### config.mk
export PLATFORM = sky130hd
export DESIGN_NAME = sha256_host_master
export DESIGN_NICKNAME = d
export VERILOG_FILES = /design/src/rtl/sha256_host_master.sv
export SDC_FILE = /design/constraint.sdc
export NUM_CORES = 2
export LEC_CHECK = 0
export BUFFER_PORTS_ARGS = -buffer_cell sky130_fd_sc_hd__buf_2
export CORE_AREA = 2 2 623 625
export DETAILED_ROUTE_END_ITERATION = 12
export DIE_AREA = 0 0 625 627
export GPL_ROUTABILITY_DRIVEN = 0
export PLACE_DENSITY_LB_ADDON = 0.1
export SETUP_SLACK_MARGIN = 0.1
export SKIP_LAST_GASP = 1
export SYNTH_ARGS = -nofsm -noshare
export SYNTH_HDL_FRONTEND = slang
export SYNTH_SLANG_ARGS = --single-unit
### constraint.sdc
create_clock -name clk -period 2 [get_ports clk]
set_input_delay 0.2 -clock clk [delete_from_list [all_inputs] [get_ports clk]]
set_output_delay 0.2 -clock clk [all_outputs]
set_load 0.02 [all_outputs]
### src/rtl/sha256_host_master.sv
// Host-side sequencer for a register-mapped SHA-256 coprocessor.
// Accepts one padded 512-bit block, loads it, starts the core, polls STATUS
// until done (or a poll budget runs out), reads the digest, clears start and
// presents the result on a valid/ready response port.
module sha256_host_master #(
  parameter int unsigned POLL_TIMEOUT = 1024
) (
  input  logic                  clk,
  input  logic                  reset,
  input  logic                  req_valid,
  output logic                  req_ready,
  input  logic [511:0]          req_block,
  output logic                  resp_valid,
  input  logic                  resp_ready,
  output logic [255:0]          resp_hash,
  output logic                  resp_error,
  output logic                  wren,
  output logic                  rden,
  output logic [1:0]            address,
  output logic [31:0]           reg_data,
  output logic [15:0][31:0]     data_in,
  input  logic [31:0]           status_rdata,
  input  logic [7:0][31:0]      data_out
);

  localparam int unsigned CW = $clog2(POLL_TIMEOUT + 1);

  typedef enum logic [2:0] {
    S_IDLE, S_LOAD, S_START, S_POLL, S_READ, S_CLEAR, S_RESP
  } state_t;

  state_t                state_q, state_d;
  logic [CW-1:0]         cnt_q, cnt_d;
  logic                  err_q, err_d;
  logic [255:0]          hash_q, hash_d;
  logic [15:0][31:0]     blk_q, blk_d;
  logic                  req_ready_q, req_ready_d;
  logic                  resp_valid_q, resp_valid_d;
  logic                  wren_q, wren_d;
  logic                  rden_q, rden_d;
  logic [1:0]            address_q, address_d;
  logic [31:0]           reg_data_q, reg_data_d;

  // Next-state, datapath and registered-output decode.
  always_comb begin
    state_d = state_q;
    cnt_d   = cnt_q;
    err_d   = err_q;
    hash_d  = hash_q;
    blk_d   = blk_q;
    unique case (state_q)
      S_IDLE: begin
        if (req_valid) begin
          // Word 0 sits at the top of req_block but at index 0 of data_in:
          // reverse the 32-bit word order.
          blk_d   = {<<32{req_block}};
          err_d   = 1'b0;
          state_d = S_LOAD;
        end
      end
      S_LOAD:  state_d = S_START;
      S_START: begin
        cnt_d   = '0;
        state_d = S_POLL;
      end
      S_POLL: begin
        if (status_rdata == 32'd1) begin
          state_d = S_READ;
        end else begin
          if (cnt_q != CW'(POLL_TIMEOUT)) cnt_d = cnt_q + CW'(1);
          if (32'(cnt_q) + 32'd1 >= POLL_TIMEOUT) begin
            err_d   = 1'b1;
            hash_d  = '0;
            state_d = S_CLEAR;
          end
        end
      end
      S_READ: begin
        // data_out[0] must land in the most significant word.
        hash_d  = {<<32{data_out}};
        state_d = S_CLEAR;
      end
      S_CLEAR: state_d = S_RESP;
      S_RESP:  if (resp_ready) state_d = S_IDLE;
      default: state_d = S_IDLE;
    endcase

    // Outputs are decoded from the upcoming state so they are registered
    // yet aligned with the state they belong to.
    req_ready_d  = (state_d == S_IDLE);
    resp_valid_d = (state_d == S_RESP);
    wren_d       = (state_d == S_LOAD) || (state_d == S_START) || (state_d == S_CLEAR);
    rden_d       = (state_d == S_POLL) || (state_d == S_READ);
    reg_data_d   = (state_d == S_START) ? 32'd1 : 32'd0;
    unique case (state_d)
      S_LOAD:  address_d = 2'd2;
      S_POLL:  address_d = 2'd1;
      S_READ:  address_d = 2'd3;
      default: address_d = 2'd0;
    endcase
  end

  // State and output registers with synchronous reset.
  always_ff @(posedge clk) begin
    if (reset) begin
      state_q      <= S_IDLE;
      cnt_q        <= '0;
      err_q        <= 1'b0;
      hash_q       <= '0;
      blk_q        <= '0;
      req_ready_q  <= 1'b1;
      resp_valid_q <= 1'b0;
      wren_q       <= 1'b0;
      rden_q       <= 1'b0;
      address_q    <= '0;
      reg_data_q   <= '0;
    end else begin
      state_q      <= state_d;
      cnt_q        <= cnt_d;
      err_q        <= err_d;
      hash_q       <= hash_d;
      blk_q        <= blk_d;
      req_ready_q  <= req_ready_d;
      resp_valid_q <= resp_valid_d;
      wren_q       <= wren_d;
      rden_q       <= rden_d;
      address_q    <= address_d;
      reg_data_q   <= reg_data_d;
    end
  end

  assign req_ready  = req_ready_q;
  assign resp_valid = resp_valid_q;
  assign resp_hash  = hash_q;
  assign resp_error = err_q;
  assign wren       = wren_q;
  assign rden       = rden_q;
  assign address    = address_q;
  assign reg_data   = reg_data_q;
  assign data_in    = blk_q;

endmodule

==> flow_summary_export.csv <==
group,metric,value,unit
setup_path,crit_type,"flip-flop to flip-flop",
drt,drtPass1Iterations,4,
setup_path,critPathCaptureType,"flip-flop",
logic_synthesis,async_reset_ff_frac,0,
grt,grt_max_degree,92,
drt,postRouteAntennaNets,0,
logic_synthesis,synthCells,3245,
logic_synthesis,ys.flop_type,"dfxtp_1",
pwr,p_int,34.6,mW
pwr,power,50.5,mW
layout,finalInstanceArea,62400,µm²
clocking,clkSinkCount,790,
pwr,sequentialPowerShare,0.339,
outcome,status,"finished with violations",
drt,drt-initial-drc-count,1454,
drt,avgRoutedWirePerCell,24.2,µm
sta,fin_crit_sh,1.08,
pwr,p_per_area,809,nW/µm²
layout,syn2layout_area_growth,113,%
clocking,htree_levels,3,
logic_synthesis,synth.area.top_cells,"dfxtp_1 54%, nand2_1 13%, a22oi_2 9.8%, a21oi_1 8.9%, nor2_2 4.3%",
logic_synthesis,ys_types,53,
sta,finalWorstSetupSlack,-0.152,ns
clocking,cts_root_buf,"clkbuf_16",
placed_design,dp_hpwl,206,mm
die,start_util,0.0761,
die,num_rows,228,
clocking,cts_tree,"yes",
sta,finalHoldViolCount,0,
outcome,violations,"negative setup slack",
clocking,cts_buffers,120,
grt,grtUsageTotal,0.128,
clocking,cts_buffer_depth,4,
grt,grt_pass1_wl,341,mm
hold_path,min_path_type,"primary input to flip-flop",
setup_path,required,2.69,ns
drt,viasPerCell,3.09,
die,core,385000,µm²
pwr,power_leakage,26.2,nW
job,max_cap_violations,0,
sta,relSlewSlack,0.606,
clocking,cts.reportedPaths.clkPinSlew,0.07,ns
die,die_x,625,µm
die,die_h,627,µm
setup_path,r2r_slack,-0.15,ns
logic_synthesis,synth-seq-cells,790,
logic_synthesis,synthTopCellsByCount,"1,032 x nand2_1, 790 x dfxtp_1, 519 x a21oi_1",
grt,antenna_found_initial,118,
logic_synthesis,netlist.area_leader.share,0.540,
clocking,clock_latency,0.89,ns
sta,slew_viol_final,0,
pwr,p_sw,15.9,mW
logic_synthesis,synth.most_common_cell,"nand2_1",
logic_synthesis,yosysTopAreaCell,"dfxtp_1",
logic_synthesis,mappedNetlistArea,29300,µm²
layout,drive_above_1_share,0.496,
drt,drt-total-wl,268,mm
logic_synthesis,synth-edff-count,0,
layout,nNetsFinal,6665,
setup_path,crit_arrival,2.84,ns
pwr,max-vdd-ir-drop,0.000811,V
sta,fmax,465,MHz
pwr,pwr-share-comb,0.229,
sta,clock_skew,0.0815,ns
grt,gr-total-overflow,0,
logic_synthesis,synth_area_per_cell,9.03,µm²
pwr,switching_share,0.315,
layout,nFillCells,43746,
placed_design,place_area,44200,µm²
sta,worst_pin_slew,0.592,ns
sta,min_period,2.15,ns
setup_path,start_kind,"flip-flop",
die,io_pins,1611,
sta,finalSetupViolCount,624,
drt,drc,0,
die,die_area,392000,µm²
logic_synthesis,ys_seq_area_frac,0.540,
drt,vias,34211,
sta,grt_setup_unrepaired,"yes",
logic_synthesis,yosysWarnings,0,
pwr,clockPowerShare,0.431,
setup_path,cp_max_fo,6,
placed_design,port_buffers,1579,
grt,grt_pass1_vias,35289,
what timing repair did:
item                                    CTS  global route
endpoints found under the hold margin   780             0
hold buffers                            782             0
resized for setup                       203           496
pin swaps                                61           255
endpoints found under the setup margin  797           800
gates cloned                             68            41
setup buffers                            56            37
critical path, cell delays in order (launching register included):
cell      delay (ns)
dfxtp_2         0.33
ha_4            0.16
and3_4          0.19
and4_4          0.15
a211oi_2        0.21
buf_4           0.18
o21ai_4         0.08
buf_12          0.16
buf_12          0.16
buf_16          0.15
a22oi_2         0.13
nor2_1          0.05
area by class of cell:
class | count | area (µm²) | share of cell area
repair buffers | 2755 | 22500 | 0.361
flip-flops and latches | 790 | 15800 | 0.254
multi-input cells | 2188 | 13600 | 0.219
well taps | 5060 | 6330 | 0.102
clock buffers | 174 | 3500 | 0.0561
clock inverters | 35 | 424 | 0.00680
diodes | 60 | 150 | 0.00241
inverters | 4 | 15.0 | 0.000241
cells in the final DEF (no fill, tap or decap), drive strengths merged, types with 3 or more instances in the layout:
master,synthesis,final
nand2,1033,1033
a22oi,257,257
nand3,3,3
a21oi,519,519
dfxtp,790,790
conb,1,31
inv,4,5
buf,138,1928
bufbuf,0,13
clkinvlp,0,6
nor2b,3,3
bufinv,0,6
nor4,11,11
nor3,8,8
diode,0,60
dlygate4sd3,0,782
xnor2,6,6
o21ai,4,4
or3,3,3
nand4,4,4
nand2b,4,4
clkbuf,155,206
a21o,3,3
nor2,270,270
clkinv,0,22
routing by layer:
metal | routed length [µm] | GRT usage
met1 | 115000 | 0.157
met2 | 131000 | 0.222
met3 | 16100 | 0.0341
met4 | 5770 | 0.0271
met5 | 314 | 0
path summary, 6_finish.rpt:
path / endpoint / from / cells after the start
worst min-delay path: resp_hash[11]$_SDFFE_PP0P_ / data_out[235] / 4
worst min register to register: data_in[262]$_SDFFE_PP0P_ / data_in[262]$_SDFFE_PP0P_ / 2
worst max-delay path: resp_hash[142]$_SDFFE_PP0P_ / cnt_q[1]$_SDFFE_PP0P_ / 11
worst max register to register: resp_hash[142]$_SDFFE_PP0P_ / cnt_q[1]$_SDFFE_PP0P_ / 11
registers in the layout, indices dropped and copies added (netlist names):
signal,count
reg_data,1
state_q,3
resp_error,1
cnt_q,11
req_ready,1
data_in,512
address,2
resp_valid,1
wren,1
rden,1
resp_hash,256
kinds of logic after synthesis:
logic type	share of synthesized area
and+or+nand+nor	0.196
AOI/OAI and AO/OA	0.200
DFF	0.540
buffers and inverters	0.0608
xor gates and xnor gates	0.00179
adders and majority gates	0.000854
muxes	0.000684
other	0.000128
power groups by stage:
stage                     logic [mW]  registers, mW  clock network (mW)
final                           11.6           17.1                21.8
after global routing            12.3           17.2                23.4
after CTS                       10.7           17.0                22.9
after detailed placement        7.16           17.4                   0
after global placement          7.18           17.3                   0
after floorplan                 2.00           18.2                   0
per-stage QoR:
| step | hold slack, ns | setup slack (ns) | utilization | cells | TNS (ns) |
|---|---|---|---|---|---|
| final | 0.105 | -0.152 | 0.162 | 11066 | -33.15 |
| after global routing | 0.0434 | -0.198 | 0.162 | 11043 | -76.30 |
| after CTS | 0.00159 | -0.150 | 0.154 | 10935 | -49.63 |
| after detailed placement | 0.443 | -0.539 | 0.115 | 9820 | -144.11 |
| after global placement | 0.439 | -0.539 | 0.115 | 9820 | -153.09 |
| after floorplan | 0.336 | 0.107 | - | 3275 | 0 |
Note: power is estimated with default switching activity, not from simulation.
